### src/rtl/divider_pkg.sv
// Shared constants for the sequential divider: FSM encoding and legal WIDTH range.
// Optional feature macro: DIVIDER_SIGNED_EN (two's complement operands).
package divider_pkg;

  localparam logic [1:0] IDLE = 2'd0;
  localparam logic [1:0] CALC = 2'd1;
  localparam logic [1:0] DONE = 2'd2;

  localparam int WIDTH_MIN = 2;
  localparam int WIDTH_MAX = 16;

endpackage

### src/rtl/subtractor_nbit.sv
// N-bit unsigned a-b with borrow-out; the divider uses the borrow to pick restore vs keep.
module subtractor_nbit #(
  parameter int N = 5
) (
  input  logic [N-1:0] a,
  input  logic [N-1:0] b,
  output logic [N-1:0] diff,
  output logic         borrow
);

  // Extend by one bit so the top bit of the result is the borrow.
  assign {borrow, diff} = {1'b0, a} - {1'b0, b};

endmodule

### src/rtl/divider_seq.sv
// Sequential restoring divider, one quotient bit per clock, MSB first.
// Define DIVIDER_SIGNED_EN to divide two's complement operands (magnitude
// division with a sign fix-up applied as results are registered).
//
// state | meaning
// IDLE  | waiting for start; results from the last division held
// CALC  | WIDTH shift/trial-subtract iterations in progress
// DONE  | one-cycle done pulse, results valid
module divider_seq
  import divider_pkg::*;
#(
  parameter int WIDTH = 4
) (
  input  logic             clk,
  input  logic             reset,
  input  logic             start,
  input  logic [WIDTH-1:0] dividend,
  input  logic [WIDTH-1:0] divisor,
  output logic             busy,
  output logic             done,
  output logic [WIDTH-1:0] quotient,
  output logic [WIDTH-1:0] remainder,
  output logic             div_by_zero
);

  localparam int CW = $clog2(WIDTH + 1);

  if (WIDTH < WIDTH_MIN || WIDTH > WIDTH_MAX) begin : g_bad_width
    $error("divider_seq: WIDTH out of range");
  end

  logic [1:0]       state;
  logic [CW-1:0]    cnt;
  logic [WIDTH-1:0] work;
  logic [WIDTH-1:0] rem;
  logic [WIDTH-1:0] dsr;
  logic [WIDTH-1:0] dvd_in;
  logic [WIDTH-1:0] dsr_in;
  logic [WIDTH:0]   partial;
  logic [WIDTH:0]   diff;
  logic             borrow;
  logic             keep;
  logic [WIDTH-1:0] q_next;
  logic [WIDTH-1:0] r_next;
  logic [WIDTH-1:0] q_out;
  logic [WIDTH-1:0] r_out;

  // Shift in the next dividend bit (work holds remaining dividend bits above the growing quotient).
  assign partial = {rem, work[WIDTH-1]};

  subtractor_nbit #(.N(WIDTH + 1)) u_sub (
    .a      (partial),
    .b      ({1'b0, dsr}),
    .diff   (diff),
    .borrow (borrow)
  );

  // With rem < dsr the difference never reaches bit WIDTH unless it borrowed.
  assign keep   = ~borrow & ~diff[WIDTH];
  assign r_next = keep ? diff[WIDTH-1:0] : partial[WIDTH-1:0];
  assign q_next = {work[WIDTH-2:0], keep};

`ifdef DIVIDER_SIGNED_EN
  logic neg_q;
  logic neg_r;

  assign dvd_in = dividend[WIDTH-1] ? -dividend : dividend;
  assign dsr_in = divisor[WIDTH-1]  ? -divisor  : divisor;
  assign q_out  = neg_q ? -q_next : q_next;
  assign r_out  = neg_r ? -r_next : r_next;

  // Operand signs captured on acceptance drive the fix-up on the last iteration.
  always_ff @(posedge clk or posedge reset) begin
    if (reset) begin
      neg_q <= 1'b0;
      neg_r <= 1'b0;
    end else if (state == IDLE && start) begin
      neg_q <= dividend[WIDTH-1] ^ divisor[WIDTH-1];
      neg_r <= dividend[WIDTH-1];
    end
  end
`else
  assign dvd_in = dividend;
  assign dsr_in = divisor;
  assign q_out  = q_next;
  assign r_out  = r_next;
`endif

  assign busy = (state != IDLE);
  assign done = (state == DONE);

  // FSM, iteration down-counter, datapath and result registers.
  always_ff @(posedge clk or posedge reset) begin
    if (reset) begin
      state       <= IDLE;
      cnt         <= '0;
      work        <= '0;
      rem         <= '0;
      dsr         <= '0;
      quotient    <= '0;
      remainder   <= '0;
      div_by_zero <= 1'b0;
    end else begin
      case (state)
        IDLE: begin
          if (start) begin
            if (divisor == '0) begin
              quotient    <= '1;
              remainder   <= dividend;
              div_by_zero <= 1'b1;
              state       <= DONE;
            end else begin
              work        <= dvd_in;
              dsr         <= dsr_in;
              rem         <= '0;
              cnt         <= CW'(WIDTH);
              div_by_zero <= 1'b0;
              state       <= CALC;
            end
          end
        end
        CALC: begin
          work <= q_next;
          rem  <= r_next;
          cnt  <= cnt - CW'(1);
          if (cnt == CW'(1)) begin
            quotient  <= q_out;
            remainder <= r_out;
            state     <= DONE;
          end
        end
        DONE:    state <= IDLE;
        default: state <= IDLE;
      endcase
    end
  end

endmodule

### config.mk
export PLATFORM = sky130hd
export DESIGN_NAME = divider_seq
export DESIGN_NICKNAME = d
export VERILOG_FILES = /design/src/rtl/divider_pkg.sv /design/src/rtl/subtractor_nbit.sv /design/src/rtl/divider_seq.sv
export SDC_FILE = /design/constraint.sdc
export NUM_CORES = 1
export LEC_CHECK = 0
export CELL_PAD_IN_SITES_DETAIL_PLACEMENT = 1
export CELL_PAD_IN_SITES_GLOBAL_PLACEMENT = 2
export CORE_MARGIN = 2
export CORE_UTILIZATION = 35
export DETAILED_ROUTE_END_ITERATION = 10
export PLACE_DENSITY_LB_ADDON = 0.3
export RECOVER_POWER = 100
export SYNTH_ARGS = -nofsm -noshare
export SYNTH_HDL_FRONTEND = slang
export SYNTH_SLANG_ARGS = --single-unit
### constraint.sdc
create_clock -name clk -period 6.1 [get_ports clk]
set_input_delay 1.525 -clock clk [delete_from_list [all_inputs] [get_ports clk]]
set_output_delay 1.525 -clock clk [all_outputs]
set_load 0.01 [all_outputs]
==> results of run 1 <==
## final cells by class
cell class / count / area, µm² / share of cell area [%]
clock buffer: 4 / 55.05 / 3.311
timing repair buffer: 21 / 210.2 / 12.64
inverter: 11 / 41.29 / 2.483
multi-input combinational: 100 / 645.6 / 38.83
tap: 48 / 60.06 / 3.612
sequential: 26 / 650.6 / 39.13
## registers in the layout, indices dropped and copies added, names as in the netlist
| signal | cells |
|---|---|
| remainder | 4 |
| quotient | 4 |
| div_by_zero | 1 |
| state | 2 |
| rem | 4 |
| cnt | 3 |
| work | 4 |
| dsr | 4 |
## worst paths after layout
check	from	endpoint	slack, ps	cells after the start
max in group asynchronous	reset	cnt[2]	3530	2
min in group asynchronous	reset	work[0]	1930	2
hold / removal	div_by_zero	div_by_zero	510	1
hold reg to reg	div_by_zero	div_by_zero	510	1
setup reg to reg	dsr[0]	remainder[1]	3820	7
setup / recovery	divisor[1]	remainder[3]	2310	6
## kinds of logic (layout without fill, tap and decap cells)
kind of cell / count (synthesis) / count (layout)
flip-flops: 26 / 26
adder cells (fa/ha/maj): 7 / 7
multiplexers: 5 / 5
AND/OR/NAND/NOR: 54 / 54
AO/OA/AOI/OAI: 32 / 32
XOR/XNOR: 2 / 2
buffers and inverters: 15 / 36
## worst register-to-register path, cell delays in order, from the launching register on
cell and delay (ps):
dfrtp_1 390, ha_1 220, fa_1 430, nor2b_4 160, o211ai_2 120, a22oi_2 330
mux2i_1 320, a31oi_1 130
## layout by cell type, fill, tap and decap left out, types with 2 or more instances in the layout
master and n:
o22ai_1 2, a21oi_2 2, ha_1 6, and2_1 2, clkbuf_8 4, xor2_1 2
a21o_1 2, a21oi_1 6, dfrtp_1 26, nor2b_1 2, clkdlybuf4s50_1 8, o21ai_0 5
nor2_1 21, nand2_1 21, a31oi_1 6, dlygate4sd3_1 13, inv_1 11, mux2i_1 3
## through the flow
stage          power [mW]  area, µm²  util (%)
5_1_grt             1.051       1663     44.42
4_1_cts            0.9946       1697     45.32
3_5_place_dp       0.8745       1642     43.85
3_3_place_gp       0.8492       1642     43.85
6_report           0.9574       1663     44.42
2_1_floorplan      0.7097       1396         -
## power by group
group / switching, mW / leakage [nW] / internal [mW]
clock network: 0.0570 / 0.0288 / 0.0578
registers: 0.0517 / 0.304 / 0.254
logic: 0.303 / 0.415 / 0.234
total: 0.412 / 0.747 / 0.546
## layer usage
metal | up-vias | track usage [%] | share of wire (%)
li1 | 521 | - | -
met1 | 542 | 19.66 | 45
met2 | 19 | 27.10 | 51
met3 | 2 | 2.167 | 3.3
met4 | 0 | 6.888 | 0.86
met5 | - | 0 | 0
==> impl_metrics.tcl, run 1 <==
set metrics [dict create \
    grt_pass1_wl_mm 5.306 \
    initial_core_util_pct 37.30 \
    finalWorstSetupSlack_ps 2306 \
    grt_pass1_vias 1164 \
    rsz0062_at_grt "no" \
    cts.repair.resized 0 \
    setup_viol 0 \
    timing.hold.ws_ps 513.6 \
    synthAdderAreaFrac_pct 6.810 \
    ys_types 39 \
    first_pass_iters 4 \
    hp-class "reg2reg" \
    drc_errors 0 \
    fillers 446 \
    dr_total_vias 1084 \
    cts_tree "done" \
    worstSkewPairLatency_ps 270 \
    powerDensity_nw_per_um2 575.8 \
    cts_buffers 3 \
    arrival_ps 3970 \
    maxSlewHeadroom_pct 14.38 \
    chipWidth_um 67.16 \
    synth_top_area_cell "dfrtp_1" \
    crit_path_max_fanout 17 \
    power_leakage_nw 0.7475 \
    synth_fp_nets 159 \
    synthToLayoutAreaGrowth_pct 19.09 \
    min_period_ps 3794 \
    synth.top_cell.area_share_pct 46.59 \
    outcome "complete, no violations" \
    cp.required_ps 6270 \
    first_iter_violations 24 \
    hold_viol 0 \
    post_drt_via_cell_ratio 5.162 \
    crit_family "compound AO/OA/AOI/OAI gates" \
    drt_wl_total_mm 3.146 \
    grt_max_degree 27 \
    synth-main-ff-cell "dfrtp_1" \
    layout.nets 181 \
    synth_top_family_by_area "compound AO/OA/AOI/OAI gates" \
    dp_cells 206 \
    cts_sinks 26 \
    fin_crit_sh_pct 62.20 \
    io_buffers 21 \
    synthCells 141 \
    rows 22 \
    synth-compound-area-share_pct 19.53 \
    antenna_found_initial 0 \
    coreArea_um2 3744 \
    dp_hpwl_mm 2.365 \
    synth_area_leaders "dfrtp_1, nand2_1, nor2_1, ha_1, inv_1" \
    crit_chain "dlygate4sd3_1 -> nor4_1 -> nand3_1 -> a21oi_1 -> nand2_1 -> o22a_1" \
    final_antenna_net_count 0 \
    ys_seq_area_share_pct 46.59 \
    grt_overflow_total 0 \
    synth.ff_latch_count 26 \
    die_h_um 67.16 \
    yosys-top-cells-count "dfrtp_1, nand2_1, nor2_1" \
    cp_slowest_cell "a21oi_1" \
    mappedNetlistArea_um2 1396 \
    wl_per_cell_um 14.98 \
    synth-xor-area-share_pct 1.254 \
    postSynth.asyncResetShare_pct 100.0 \
    post_cts_buffers 0 \
    fmax_ghz 0.2636 \
    ios 22 \
    avgSynthCellArea_um2 9.903 \
    worst_pin_slew_ps 1284 \
    stdcell_count 210 \
    htree_num_levels 1 \
    slew_viol_final 0 \
    end_kind "flip-flop" \
    global_route.usage.total_pct 15.75 \
    critPathKind "in2reg" \
    clock_path_buffers 2 \
    ir_worst_vdd_uv 208.8 \
    synth_edf_count 0 \
    yosysMostFrequentCell "dfrtp_1" \
    yosys.area_share.simple_pct 17.29 \
    root_buffer "clkbuf_8" \
    gp_congestion 0.7260 \
    critical_path_buf_inv_count 1 \
    tns_ps 0 \
    start_kind "primary input" \
    clkTransAtPathRegs_ps 100 \
    yosys_warnings 0 \
    diodes 0 \
    hold_buffers 0 \
    place_ws_ps 2609 \
    synthMuxAreaShare_pct 3.763 \
    clock_skew_ps 7.148 \
    crit_path_max_incr_delay_ps 1010 \
    die_area_um2 4510 \
    layout-drive-gt1-share_pct 6.790 \
    max-cap-violations 0 \
]
Power figures use the tool's default switching activity.
==> inputs of run 2 (changes only) <==
Settings changed: CORE_UTILIZATION 35 to 30.
Clock period 6.1 ns to 3.2 ns, I/O delays scaled along.
==> run 2 against run 1 <==
Compared with the run above:
- wire length rose by 0.89%
- critical path depth rose by 1
- sequential cell count did not move
- sequential share of layout area rose by 0.27 points
- count of clock-buffer cells in the layout fell by 1
- largest cell class unchanged
==> impl_metrics.tcl, run 2 (same netlist as run 1, synthesis figures left out) <==
set metrics [dict create \
    hp-class "reg2reg" \
    die_area_um2 5216 \
    max-cap-violations 0 \
    power_frac_comb_pct 55.4 \
    rows 24 \
    initial_core_util_pct 31.63 \
    post_drt_via_cell_ratio 4.967 \
    placed_area_um2 1654 \
    cp.required_ps 3410 \
    gp_congestion 0.7460 \
    die_h_um 72.23 \
    outcome "complete, no violations" \
    ios 22 \
    cts_tree "done" \
    synthToLayoutAreaGrowth_pct 18.28 \
    clkTransAtPathRegs_ps 90 \
    htree_num_levels 1 \
    layout_commonest_cell "dfrtp_1" \
    post_cts_buffers 0 \
    cts.repair.resized 0 \
    worstSkewPairLatency_ps 270 \
    hold_viol 0 \
    dp_hpwl_mm 2.459 \
    first_iter_violations 53 \
    grt_pass1_vias 1180 \
    maxSlewHeadroom_pct 6.565 \
    tns_ps 0 \
    wl_per_cell_um 14.83 \
    ir_worst_vdd_uv 293.3 \
    final_cell_area_um2 1652 \
    critical_path_buf_inv_count 0 \
    chipWidth_um 72.23 \
    final_antenna_net_count 0 \
    hold_buffers 0 \
    rsz0062_at_grt "no" \
    crit_path_max_fanout 3 \
    p_seq_share_pct 33.9 \
    reg2reg_depth 7 \
    drc_errors 0 \
    antenna_found_initial 0 \
    fin_crit_sh_pct 81.52 \
    drt_wl_total_mm 3.174 \
    clock_path_buffers 2 \
    slew_viol_final 0 \
    worst_pin_slew_ps 1402 \
    layout.nets 182 \
    power.switching_mw 0.7427 \
    swShare_pct 43.27 \
    crit_family "compound AO/OA/AOI/OAI gates" \
    grt_max_degree 27 \
    p_clk_share_pct 10.7 \
    crit_cells 7 \
    io_buffers 21 \
    powerDensity_nw_per_um2 1039 \
    dr_total_vias 1063 \
    crit_path_max_incr_delay_ps 680 \
    layout-drive-gt1-share_pct 4.938 \
    grt_overflow_total 0 \
    grt_pass1_wl_mm 5.595 \
    cp_slowest_cell "a2111oi_0" \
    setup_viol 0 \
    worstHoldPathCells 1 \
    coreArea_um2 4414 \
    min_period_ps 2609 \
    critPathKind "reg2reg" \
    end_kind "flip-flop" \
    diodes 0 \
    cts_buffers 3 \
    layout_common_cells "dfrtp_1, nand2_1, nor2_1, dlygate4sd3_1, inv_1" \
    arrival_ps 2820 \
    cts_sinks 26 \
    crit_chain "ha_1 -> fa_1 -> nor2b_1 -> o211ai_1 -> a31o_1 -> a2111oi_0 -> o22a_1" \
    start_kind "flip-flop" \
    root_buffer "clkbuf_8" \
    fmax_ghz 0.3834 \
    timing.hold.ws_ps 514.4 \
    stdcell_count 214 \
    intPower_mw 0.9735 \
    first_pass_iters 4 \
    clock_skew_ps 1.901 \
    global_route.usage.total_pct 13.80 \
    dp_cells 211 \
    power_leakage_nw 0.7396 \
]
-- run 2: stage by stage --
step	setup WS [ps]	util, %	power, mW
CTS	777.8	38.41	1.876
finish	591.5	37.42	1.716
global placement	530.4	37.47	1.629
floorplan	1151	-	1.353
global route	341.9	37.42	1.901
detailed placement	485.9	37.47	1.684
-- run 2: power groups by stage --
stage | Clock [mW] | Combinational (mW) | Sequential, mW
after global placement | 0 | 1.04 | 0.591
after detailed placement | 0 | 1.09 | 0.595
after floorplan | 0 | 0.765 | 0.587
final | 0.184 | 0.950 | 0.581
after CTS | 0.191 | 1.10 | 0.587
after global routing | 0.202 | 1.09 | 0.606
-- run 2: area by class of cell --
| type | instances | area [µm²] |
|---|---|---|
| well taps | 52 | 65.06 |
| inverters | 11 | 41.29 |
| flip-flops and latches | 26 | 650.6 |
| fillers | 510 | 2763 |
| multi-input cells | 100 | 639.4 |
| repair buffers | 22 | 214.0 |
| clock buffers | 3 | 41.29 |
-- run 2: worst paths after layout --
kind | slack [ps] | startpoint | end
hold / removal | 510 | remainder[3] | remainder[3]
min in group asynchronous | 1430 | reset | cnt[2]
max in group asynchronous | 950 | reset | quotient[0]
setup / recovery | 590 | dsr[0] | remainder[3]
hold reg to reg | 510 | remainder[3] | remainder[3]
setup reg to reg | 590 | dsr[0] | remainder[3]
-- run 2: metal layers --
metal	wire, µm	vias up	GRT usage (%)
met1	1461	523	18.12
met4	44	0	4.403
met2	1609	11	23.34
met3	58	5	2.083
li1	-	524	-
met5	0	-	0
==> inputs of run 3 (changes only) <==
Settings changed: CORE_UTILIZATION 30 to 33.
Clock period 3.2 ns to 2.7 ns, I/O delays scaled along.
==> run 3 against run 2 <==
Compared with the run above:
- register-to-register slack got worse by 290 ps
- first-iteration DRC count decreased by 49%
- largest cell class is now multi-input gates
- via count about the same
- largest power group unchanged
- sequential power increased by 19%
- count of clock-buffer cells in the layout unchanged
==> impl_metrics.tcl, run 3 (same netlist as run 1, synthesis figures left out) <==
set metrics [dict create \
    swShare_pct 41.88 \
    first_iter_violations 27 \
    fin_crit_sh_pct 88.72 \
    reg2reg_from "work[3]" \
    slew_viol_final 0 \
    antenna_found_initial 0 \
    dr_total_vias 1062 \
    crit_path_max_incr_delay_ps 390 \
    first_pass_iters 4 \
    placed_area_um2 1659 \
    p_seq_share_pct 31.1 \
    hp-class "reg2reg" \
    chipWidth_um 69.05 \
    min_period_ps 2396 \
    rsz0062_at_grt "no" \
    post_drt_via_cell_ratio 4.963 \
    cp.required_ps 2860 \
    cp_slowest_cell "fa_1" \
    fmax_ghz 0.4174 \
    layout_common_cells "dfrtp_1, nand2_1, nor2_1, dlygate4sd3_1, inv_1" \
    start_kind "flip-flop" \
    hp-start "dsr[0]" \
    hold_buffers 0 \
    die_h_um 69.05 \
    outcome "complete, no violations" \
    cts_tree "done" \
    htree_num_levels 1 \
    io_buffers 21 \
    crit_path_max_fanout 4 \
    post_cts_buffers 0 \
    drc_errors 0 \
    layout-drive-gt1-share_pct 7.317 \
    grt_max_degree 27 \
    stdcell_count 214 \
    ir_worst_vdd_uv 435.6 \
    end_kind "flip-flop" \
    dp_cells 210 \
    worstSkewPairLatency_ps 280 \
    layout_commonest_cell "dfrtp_1" \
    crit_chain "inv_1 -> ha_1 -> fa_1 -> nor2b_1 -> o211ai_1 -> a22oi_2 -> mux2i_1 -> a31oi_1" \
    synthToLayoutAreaGrowth_pct 22.49 \
    critical_path_buf_inv_count 1 \
    max-cap-violations 0 \
    critPathKind "reg2reg" \
    cts_buffers 3 \
    rrSetupSlack_ps 300 \
    clock_path_buffers 2 \
    wl_per_cell_um 14.79 \
    grt_pass1_wl_mm 5.520 \
    final_cell_area_um2 1710 \
    dp_hpwl_mm 2.412 \
    power_leakage_nw 0.7618 \
    power.switching_mw 0.9294 \
    reg2reg_depth 8 \
    maxSlewHeadroom_pct 2.228 \
    grt_pass1_vias 1111 \
    grt_overflow_total 0 \
    clkTransAtPathRegs_ps 100 \
    worstHoldPathCells 1 \
    cts_sinks 26 \
    clock_skew_ps 7.912 \
    gp_congestion 0.7458 \
    layout.nets 183 \
    p_clk_share_pct 14.8 \
    final_antenna_net_count 0 \
    powerDensity_nw_per_um2 1298 \
    initial_core_util_pct 34.66 \
    die_area_um2 4768 \
    diodes 0 \
    drt_wl_total_mm 3.164 \
    hold_viol 0 \
    p_total_mw 2.219 \
    r2r_end "remainder[1]" \
    crit_family "compound AO/OA/AOI/OAI gates" \
    intPower_mw 1.290 \
    arrival_ps 2550 \
    tns_ps 0 \
    root_buffer "clkbuf_8" \
    global_route.usage.total_pct 14.23 \
    ios 22 \
    rows 23 \
    min_to "dsr[0]" \
    coreArea_um2 4029 \
    worst_pin_slew_ps 1467 \
    power_frac_comb_pct 54.1 \
    setup_viol 0 \
    cts.repair.resized 0 \
]
## run 3: area by class of cell
type	count	area [µm²]
Multi-Input combinational cell	100	663.1
Sequential cell	26	650.6
Tap cell	50	62.56
Fill cell	477	2318
Clock inverter	1	30.03
Clock buffer	3	41.29
Timing Repair Buffer	23	221.5
Inverter	11	41.29
## run 3: worst max-delay path by stage
stage / start / end / depth (start not counted)
3_5_place_dp: divisor[3] / remainder[2] / 7
5_1_grt: work[3] / remainder[2] / 8
3_3_place_gp: divisor[3] / remainder[2] / 7
6_report: work[3] / remainder[1] / 8
4_1_cts: work[3] / remainder[2] / 8
2_1_floorplan: dsr[0] / remainder[3] / 7
## run 3: layer usage
| layer | wire length, µm | up-vias | GRT usage, % |
|---|---|---|---|
| met1 | 1494 | 524 | 19.45 |
| li1 | - | 526 | - |
| met5 | 0 | - | 0 |
| met2 | 1579 | 7 | 23.08 |
| met3 | 44 | 5 | 2.193 |
| met4 | 44 | 0 | 4.575 |
## run 3: per-stage QoR
step	hold slack, ps	util [%]	worst slack, ps
2_1_floorplan	464.9	-	651.0
3_3_place_gp	494.2	41.18	210.1
3_5_place_dp	491.5	41.18	154.5
4_1_cts	513.0	42.95	396.7
5_1_grt	538.1	42.45	143.0
6_report	508.9	42.45	304.5
## run 3: power by group through the flow
stage	logic, mW	registers, mW	clock network [mW]
after global routing	1.36	0.722	0.352
after CTS	1.29	0.699	0.339
final	1.20	0.690	0.329
after detailed placement	1.28	0.705	0
after floorplan	0.907	0.696	0
after global placement	1.23	0.699	0
